===== src/rtl/uart_temp_rx.sv =====
// UART 8N1 receiver with 4-byte temperature frame decoder (SYNC, MSB, LSB, CHK).
module uart_temp_rx #(
  parameter int unsigned CLKS_PER_BIT = 87,
  parameter logic [7:0]  SYNC_BYTE    = 8'hA5,
  parameter int unsigned TIMEOUT_BITS = 20
) (
  input  logic        clk,
  input  logic        reset,
  input  logic        uart_rx_i,
  output logic [7:0]  rx_data_o,
  output logic        rx_valid_o,
  output logic [15:0] temp_o,
  output logic        temp_valid_o,
  output logic        frame_err_o,
  output logic        chk_err_o,
  output logic        busy_o
);

  localparam int unsigned CW        = $clog2(CLKS_PER_BIT) + 1;
  localparam int unsigned TO_CYCLES = TIMEOUT_BITS * CLKS_PER_BIT;
  localparam int unsigned TW        = $clog2(TO_CYCLES + 1);
  localparam logic [CW-1:0] FULL_M1  = CW'(CLKS_PER_BIT - 1);
  localparam logic [CW-1:0] HALF_M1  = CW'(CLKS_PER_BIT / 2 - 1);
  localparam logic [TW-1:0] TO_LIMIT = TW'(TO_CYCLES);

  typedef enum logic [2:0] {StIdle, StStart, StData, StStop, StBreak} bit_state_e;
  typedef enum logic [1:0] {FSync, FMsb, FLsb, FChk} frame_state_e;

  logic            rx_meta_q, rx_s_q, rx_prev_q;
  bit_state_e      bit_q, bit_d;
  logic [CW-1:0]   cnt_q, cnt_d;
  logic [2:0]      idx_q, idx_d;
  logic [7:0]      shift_q, shift_d;
  logic            byte_done, stop_bad, start_det;
  frame_state_e    frame_q, frame_d;
  logic [7:0]      msb_q, msb_d, lsb_q, lsb_d;
  logic [TW-1:0]   to_cnt_q, to_cnt_d;
  logic [15:0]     temp_d;
  logic            temp_valid_d, chk_err_d;

  // Two-flop synchronizer plus previous-sample flop for falling-edge detection; idle high.
  always_ff @(posedge clk or posedge reset) begin
    if (reset) begin
      rx_meta_q <= 1'b1;
      rx_s_q    <= 1'b1;
      rx_prev_q <= 1'b1;
    end else begin
      rx_meta_q <= uart_rx_i;
      rx_s_q    <= rx_meta_q;
      rx_prev_q <= rx_s_q;
    end
  end

  // Bit FSM next-state: mid-bit sampling driven by a down-counter.
  always_comb begin
    bit_d     = bit_q;
    cnt_d     = cnt_q;
    idx_d     = idx_q;
    shift_d   = shift_q;
    byte_done = 1'b0;
    stop_bad  = 1'b0;
    start_det = 1'b0;
    unique case (bit_q)
      StIdle: begin
        if (rx_prev_q && !rx_s_q) begin
          start_det = 1'b1;
          cnt_d     = HALF_M1;
          bit_d     = StStart;
        end
      end
      StStart: begin
        if (cnt_q == '0) begin
          if (rx_s_q) begin
            bit_d = StIdle;
          end else begin
            bit_d = StData;
            cnt_d = FULL_M1;
            idx_d = 3'd0;
          end
        end else begin
          cnt_d = cnt_q - CW'(1);
        end
      end
      StData: begin
        if (cnt_q == '0) begin
          shift_d = {rx_s_q, shift_q[7:1]};
          cnt_d   = FULL_M1;
          if (idx_q == 3'd7) bit_d = StStop;
          else               idx_d = idx_q + 3'd1;
        end else begin
          cnt_d = cnt_q - CW'(1);
        end
      end
      StStop: begin
        if (cnt_q == '0) begin
          if (rx_s_q) begin
            byte_done = 1'b1;
            bit_d     = StIdle;
          end else begin
            stop_bad = 1'b1;
            bit_d    = StBreak;
          end
        end else begin
          cnt_d = cnt_q - CW'(1);
        end
      end
      StBreak: begin
        // A held-low line must return high before a new start can be seen.
        if (rx_s_q) bit_d = StIdle;
      end
      default: bit_d = StIdle;
    endcase
  end

  // Frame FSM next-state, advanced by the registered byte pulse; timeout counter.
  always_comb begin
    frame_d      = frame_q;
    msb_d        = msb_q;
    lsb_d        = lsb_q;
    temp_d       = temp_o;
    temp_valid_d = 1'b0;
    chk_err_d    = 1'b0;
    to_cnt_d     = to_cnt_q;
    if (frame_err_o) begin
      frame_d = FSync;
    end else if (rx_valid_o) begin
      unique case (frame_q)
        FSync: if (rx_data_o == SYNC_BYTE) frame_d = FMsb;
        FMsb: begin
          msb_d   = rx_data_o;
          frame_d = FLsb;
        end
        FLsb: begin
          lsb_d   = rx_data_o;
          frame_d = FChk;
        end
        FChk: begin
          if (rx_data_o == (msb_q ^ lsb_q)) begin
            temp_d       = {msb_q, lsb_q};
            temp_valid_d = 1'b1;
          end else begin
            chk_err_d = 1'b1;
          end
          frame_d = FSync;
        end
        default: frame_d = FSync;
      endcase
    end else if (frame_q != FSync && to_cnt_q == TO_LIMIT) begin
      frame_d = FSync;
    end
    // Counts idle line time between bytes of a frame; saturates at the limit.
    if (frame_q == FSync || start_det) begin
      to_cnt_d = '0;
    end else if (bit_q == StIdle && to_cnt_q != TO_LIMIT) begin
      to_cnt_d = to_cnt_q + TW'(1);
    end
  end

  // State and output registers.
  always_ff @(posedge clk or posedge reset) begin
    if (reset) begin
      bit_q        <= StIdle;
      cnt_q        <= '0;
      idx_q        <= '0;
      shift_q      <= '0;
      frame_q      <= FSync;
      msb_q        <= '0;
      lsb_q        <= '0;
      to_cnt_q     <= '0;
      rx_data_o    <= '0;
      rx_valid_o   <= 1'b0;
      frame_err_o  <= 1'b0;
      temp_o       <= '0;
      temp_valid_o <= 1'b0;
      chk_err_o    <= 1'b0;
    end else begin
      bit_q        <= bit_d;
      cnt_q        <= cnt_d;
      idx_q        <= idx_d;
      shift_q      <= shift_d;
      frame_q      <= frame_d;
      msb_q        <= msb_d;
      lsb_q        <= lsb_d;
      to_cnt_q     <= to_cnt_d;
      rx_valid_o   <= byte_done;
      frame_err_o  <= stop_bad;
      if (byte_done) rx_data_o <= shift_q;
      temp_o       <= temp_d;
      temp_valid_o <= temp_valid_d;
      chk_err_o    <= chk_err_d;
    end
  end

  // Busy output.
  always_comb begin
    busy_o = (bit_q != StIdle) || (frame_q != FSync);
  end

endmodule


===== config.mk =====
export PLATFORM = sky130hd
export DESIGN_NAME = uart_temp_rx
export DESIGN_NICKNAME = d
export VERILOG_FILES = /design/src/rtl/uart_temp_rx.sv
export SDC_FILE = /design/constraint.sdc
export NUM_CORES = 1
export LEC_CHECK = 0
export CAP_MARGIN = 20
export CORE_ASPECT_RATIO = 0.6
export CORE_MARGIN = 2
export CORE_UTILIZATION = 54
export DETAILED_ROUTE_END_ITERATION = 16
export GPL_ROUTABILITY_DRIVEN = 0
export PLACE_DENSITY_LB_ADDON = 0.2
export SETUP_SLACK_MARGIN = 0.4
export SYNTH_ARGS = -nofsm -noshare
export SYNTH_HDL_FRONTEND = slang
export SYNTH_SLANG_ARGS = --single-unit

===== constraint.sdc =====
create_clock -name clk -period 4.55 [get_ports clk]
set_clock_uncertainty 0.15 [all_clocks]
set_input_delay 0.91 -clock clk [delete_from_list [all_inputs] [get_ports clk]]
set_output_delay 0.91 -clock clk [all_outputs]
set_load 0.05 [all_outputs]

# ---- Word level (Yosys, flattened, before mapping)
# Cells that the tools add are included.
# Widths: inputs -> output; s select.
dict set report op_classes {
  add_sub_neg 3
  eq_ne 23
  muxes 43
  bitwise 2
  reduce_logical 23
}
# op n
set ops {}
lappend ops {{$mux 8} 5}
lappend ops {{$mux 3} 11}
lappend ops {{$pmux 8 s4} 1}
lappend ops {{$mux 11} 2}
lappend ops {{$ne 2x2->1 const B} 9}
lappend ops {{$mux 1} 16}
lappend ops {{$pmux 3 s5} 1}
lappend ops {{$add 11x1->11 const B} 1}
lappend ops {{$eq 11x11->1 const B} 1}
lappend ops {{$ne 11x11->1 const B} 1}
lappend ops {{$mux 2} 5}
lappend ops {{$eq 8x8->1} 1}
lappend ops {{$eq 8x8->1 const B} 1}
lappend ops {{$logic_not 8->1} 1}
lappend ops {{$pmux 2 s4} 1}
lappend ops {{$reduce_and 4->1} 2}
lappend ops {{$sub 8x1->8 const B} 1}
lappend ops {{$xor 8x8->8} 1}
lappend ops {{$eq 3x2->1 const B} 2}
lappend ops {{$eq 3x3->1 const B} 2}
lappend ops {{$pmux 3 s2} 1}
lappend ops {{$reduce_and 3->1} 2}
lappend ops {{$reduce_and 6->1} 1}
lappend ops {{$reduce_bool 2->1} 3}
lappend ops {{16 further kinds} 22}
dict set report word_totals {
  register_bits 82
  input_bits 3
  wordCells 111
}

# ---- Longest topological paths before layout
dict set report logic_depth {
  depth_word 6
  depth_mapped 7
  ltp_nobuf 6
}

# ---- Least setup slack after synthesis
# No wires, ideal clock.
dict set report synth_timing {
  path_type {reg-to-reg}
  start {register rx_data_o[1]}
  end {register temp_o[0]}
  setup_time_ns 0.125
  arrival_ns 2.054
  setup_slack_ns 2.221
  stages_incl_launch_ff 6
  path_buffers 1
  period_less_slack_ns 2.329
  cell_sequence {dfrtp_1 -> xnor3_1 -> nand2_2 -> nor4_4 -> buf_8 -> mux2_4}
}
dict set report synth_via {
  elab_chain_cells 2
}
# element line
set synth_lines {}
lappend synth_lines {{start, declared} 10} ;# output logic [7:0] rx_data_o,
lappend synth_lines {{start signal, assigned} 187} ;# if (byte_done) rx_data_o <= shift_q;
lappend synth_lines {{$eq 8x8->1} 138} ;# if (rx_data_o == (msb_q ^ lsb_q)) begin
lappend synth_lines {{$reduce_and 4->1 (no source line)} n/a}
lappend synth_lines {{end signal, assigned} 188} ;# temp_o <= temp_d;
lappend synth_lines {{end, declared} 12} ;# output logic [15:0] temp_o,
# Every way passes these cells.
# A chain may end at the register's enable or synchronous reset.

# ---- Final worst setup path
dict set report layout_timing {
  start {register bit_q[1]}
  end {output busy_o}
}
dict set report layout_via {
  elab_chain_cells 2
}
# element line
set layout_lines {}
lappend layout_lines {{start, declared} 30} ;# bit_state_e bit_q, bit_d;
lappend layout_lines {{start signal, assigned} 162} ;# bit_q <= StIdle;
lappend layout_lines {{start signal, assigned} 177} ;# bit_q <= bit_d;
lappend layout_lines {{$reduce_bool 3->1} 196} ;# busy_o = (bit_q != StIdle) || (frame_q != FSync);
lappend layout_lines {{$logic_or 1x1->1} 196}
lappend layout_lines {{end, declared} 16} ;# output logic busy_o
# Every way passes these cells.

==> key figures <==
Clock network
  • Maximum buffer depth of the clock tree: 2
  • Post-cts repair resize count: 0
  • Clock tree from TritonCTS: yes
  • Clk root buf: sky130_fd_sc_hd__clkbuf_16
  • Number of buffers added by the clock tree synthesis step: 9
  • Register clock-pin slew on the reported worst setup and hold paths: 0.06 ns
  • Buffer count from post-CTS setup fixing: 0
  • Sinks on Clock Net: 82
  • Insertion delay to the later sink of the worst-skew pair: 0.34 ns
  • Count of hold buffers inserted by post-cts repair: 0
  • H-tree level count: 3

Synthesis
  • Async set or reset register ratio after synthesis: 1.00
  • Primary flip-flop cell chosen by synthesis mapping: sky130_fd_sc_hd__dfrtp_1
  • Number of nets produced by synthesis: 324
  • Adder and majority cell fraction of the synthesized area: 0.0332
  • Number of synthesized register bits: 82
  • Number of library cell types mapped by synthesis: 62
  • Multiplexer fraction of the synthesized cell area: 0.151
  • Count of flip-flops with a built-in enable after synthesis: 0
  • Number of cells produced by synthesis: between 300 and 400
  • Mapped Avg Cell Area: 12.8 sq um
  • Simple-gate share of the synthesized area: 0.122
  • Post-synthesis share of cell area spent on xor and xnor gates: 0.0520
  • Compound-gate portion of the synthesized area: 0.0995
  • Warnings from Yosys: 0
  • Share of the yosys chip area belonging to registers: 0.514
  • Main combinational cell family by area after synthesis: multiplexers
  • Synthesized area: between 0.003 and 0.004 sq mm

Cells and area
  • Share of post-route cells with drive strength above 1: 0.242
  • Total area of multi-input combinational cells: 0.00183 sq mm
  • Total Nets Final: between 300 and 400
  • Storage cell area: 0.00206 sq mm
  • Layout filler cell count: 540
  • Layout-stage area growth over the synthesis result: 17.2%
  • Final standard cell area without fillers: between 0.004 and 0.005 sq mm
  • Antenna diode instance count: 0

Min path
  • Startpoint of the tightest hold check path: rx_meta_q
  • Number of cells traversed by the worst hold path: 0
  • Destination of the worst hold path: rx_s_q
  • Hold crit path type: register to register

GRT
  • Via count of the first global-routing pass: 2535
  • Global-route wire length before repair: around 13000 microns
  • Antenna violations before repair: 0
  • Largest net degree at the start of global routing: 51
  • GR Overflow Total: 0
  • Overall routing resource usage: 0.217

STA
  • Number of max-slew violations in the final report: 0
  • Final hold viol count: 0
  • Portion of the clock cycle consumed by the worst path in the final layout: 0.688
  • Worst rel slew slack: 0.403
  • Setup Viol. Count Final: 0
  • Tightest Pin Transition: 0.895 ns
  • Final critical path time including I/O delays and setup: 3.13 ns
  • Fmax achieved: 0.320 GHz
  • Unrepaired setup endpoints after global routing: false
  • Aggregate negative setup slack: 0 ns

Power and ir drop
  • Static Leak: 0.00211 uW
  • Internal portion of total power: 1350 uW
  • Power density of the placed cells: approximately 400 mW/mm^2
  • Net switching fraction of the power: 0.279
  • Share of power burned in combinational logic: 0.147
  • Reg power frac: 0.458
  • Clock Power Share: 0.395
  • Switching Power: 521 uW
  • Worst voltage drop across the vdd grid: 321 uV

Worst setup path
  • Critical path's top delay family: buffers and inverters
  • Data required time at the worst endpoint: 3.49 ns
  • R2R Path End: idx_q[0]
  • CP max stage cell: sky130_fd_sc_hd__clkdlybuf4s50_1
  • Chain of cells forming the critical path: nor3_2 > nand2_1 > clkdlybuf4s50_1
  • Slowest cell delay on critical path: 0.71 ns
  • Slack of the worst reg-to-reg path: 2.09 ns
  • Largest driver fanout on the critical path: 18
  • Startpoint of the worst-slack reg-to-reg timing path: cnt_q[0]
  • Element type at the critical path end: output pin
  • Arrival time at the worst endpoint: 2.07 ns
  • Worst R2R Path Depth: 6
  • Type of the worst setup path: register to output pin
  • Sort of element at the start of the critical path: register
  • CP bufs+invs: 1

Die
  • Effective utilization at floorplan: 0.555
  • Total I/O pin count: 32
  • Die width: 115 microns
  • Standard-cell row count: 24
  • Floorplan core area: a little over 0.007 sq mm
  • Floorplan die area: 0.00813 sq mm
  • Die span in y: roughly 70 microns

Drt
  • Via-to-Cell Ratio: 5.91
  • Drt initial violations: 230
  • Drt total wl: 7910 microns
  • Detailed-route via count: roughly 2600
  • Remaining design rule violation count: 0
  • DRT antenna net count: 0
  • Routed wirelength normalized by instance count: 17.9 microns
  • Number of search-and-repair iterations in the first detailed-routing pass: 4

Placement
  • Detail Placement HPWL: between 5000 and 6000 microns
  • Area after detailed placement: 0.00438 sq mm
  • Port-buffer cells: 31

Run status
  • Status: complete, no violations

Job
  • Maxcap violations: 0
==> power by group through the flow <==
stage	Sequential [uW]	Clock, uW	Combinational (uW)
6_report	856	738	274
5_1_grt	866	788	308
4_1_cts	852	751	272
3_5_place_dp	865	0	269
3_3_place_gp	862	0	262
2_1_floorplan	824	0	255
==> layer usage <==
layer / GRT usage / vias up / share of wire
met5: 0 / - / 0
met4: 0.0602 / 0 / 0.013
met3: 0.0574 / 10 / 0.047
met2: 0.293 / 70 / 0.42
met1: 0.342 / 1297 / 0.52
li1: - / 1236 / -
==> through the flow <==
| stage | cells | worst slack, ns | hold slack (ns) | util | total power, uW |
|---|---|---|---|---|---|
| after global routing | 442 | 1.30 | 0.221 | 0.650 | 1960 |
| final | 442 | 1.42 | 0.208 | 0.650 | 1870 |
| after global placement | 426 | 1.78 | 0.195 | 0.608 | 1120 |
| after floorplan | 312 | 1.39 | 0.195 | - | 1080 |
| after detailed placement | 426 | 1.77 | 0.199 | 0.608 | 1130 |
| after CTS | 442 | 1.40 | 0.210 | 0.650 | 1870 |
==> flip-flops by register name, summed over array words and instances (netlist names) <==
| signal | count |
|---|---|
| to_cnt_q | 11 |
| temp_o | 16 |
| temp_valid_o | 1 |
| frame_err_o | 1 |
| msb_q | 8 |
| chk_err_o | 1 |
| bit_q | 3 |
| frame_q | 2 |
| rx_prev_q | 1 |
| rx_meta_q | 1 |
| rx_data_o | 8 |
| idx_q | 3 |
| lsb_q | 8 |
| cnt_q | 8 |
| shift_q | 8 |
| rx_valid_o | 1 |
| rx_s_q | 1 |
==> cell type report <==
type | count | area share
clock buffer | 11 | 0.0539
clock inverter | 5 | 0.0112
inverter | 12 | 0.00988
multi-input combinational | 207 | 0.391
sequential | 82 | 0.439
tap | 91 | 0.0243
timing repair buffer | 34 | 0.0710
==> layout by cell type (no fill, tap or decap), drive strengths merged, types with 4 or more instances in the layout <==
cell type / count
mux2: 49
or3: 7
nand2: 15
o31ai: 6
nor3: 6
inv: 11
ha: 9
clkinv: 4
clkdlybuf4s50: 31
nand4: 8
dfrtp: 79
nor2: 11
o211ai: 4
o21ai: 10
nand3: 6
o41ai: 5
xnor3: 8
nor4: 4
clkbuf: 11
a21oi: 14
a22o: 4
==> logic make-up (layout without fill, tap and decap cells) <==
logic type	count (synthesis)	in the layout
compound gates	56	56
xor+xnor	11	11
fa+ha+maj	11	11
buf+inv	23	62
flops	82	82
mux	51	51
simple gates	78	78
==> how the worst max path moves through the flow <==
| stage | cells past startpoint | startpoint | slack [ns] | to |
|---|---|---|---|---|
| after floorplan | 1 | reset | 1.39 | bit_q[0] |
| after global placement | 3 | bit_q[1] | 1.78 | busy_o |
| after detailed placement | 3 | bit_q[1] | 1.77 | busy_o |
| after CTS | 3 | bit_q[1] | 1.40 | busy_o |
| after global routing | 3 | bit_q[1] | 1.30 | busy_o |
| final | 3 | bit_q[1] | 1.42 | busy_o |
==> synth_stat cells (7+ instances only) <==
cell type                 number  area share
sky130_fd_sc_hd__dfrtp_1      79        0.49
sky130_fd_sc_hd__inv_1        12       0.011
sky130_fd_sc_hd__nand4_1       7       0.011
sky130_fd_sc_hd__nand2_1      13       0.012
sky130_fd_sc_hd__ha_1          9       0.028
sky130_fd_sc_hd__nor2_1       11       0.010
sky130_fd_sc_hd__mux2_4        9       0.034
sky130_fd_sc_hd__o21ai_0      10       0.013
sky130_fd_sc_hd__or3_1         7       0.011
sky130_fd_sc_hd__xnor3_1       7       0.039
sky130_fd_sc_hd__a21oi_1      14       0.018
sky130_fd_sc_hd__mux2_2       40        0.11
Power figures use the tool's default switching activity.
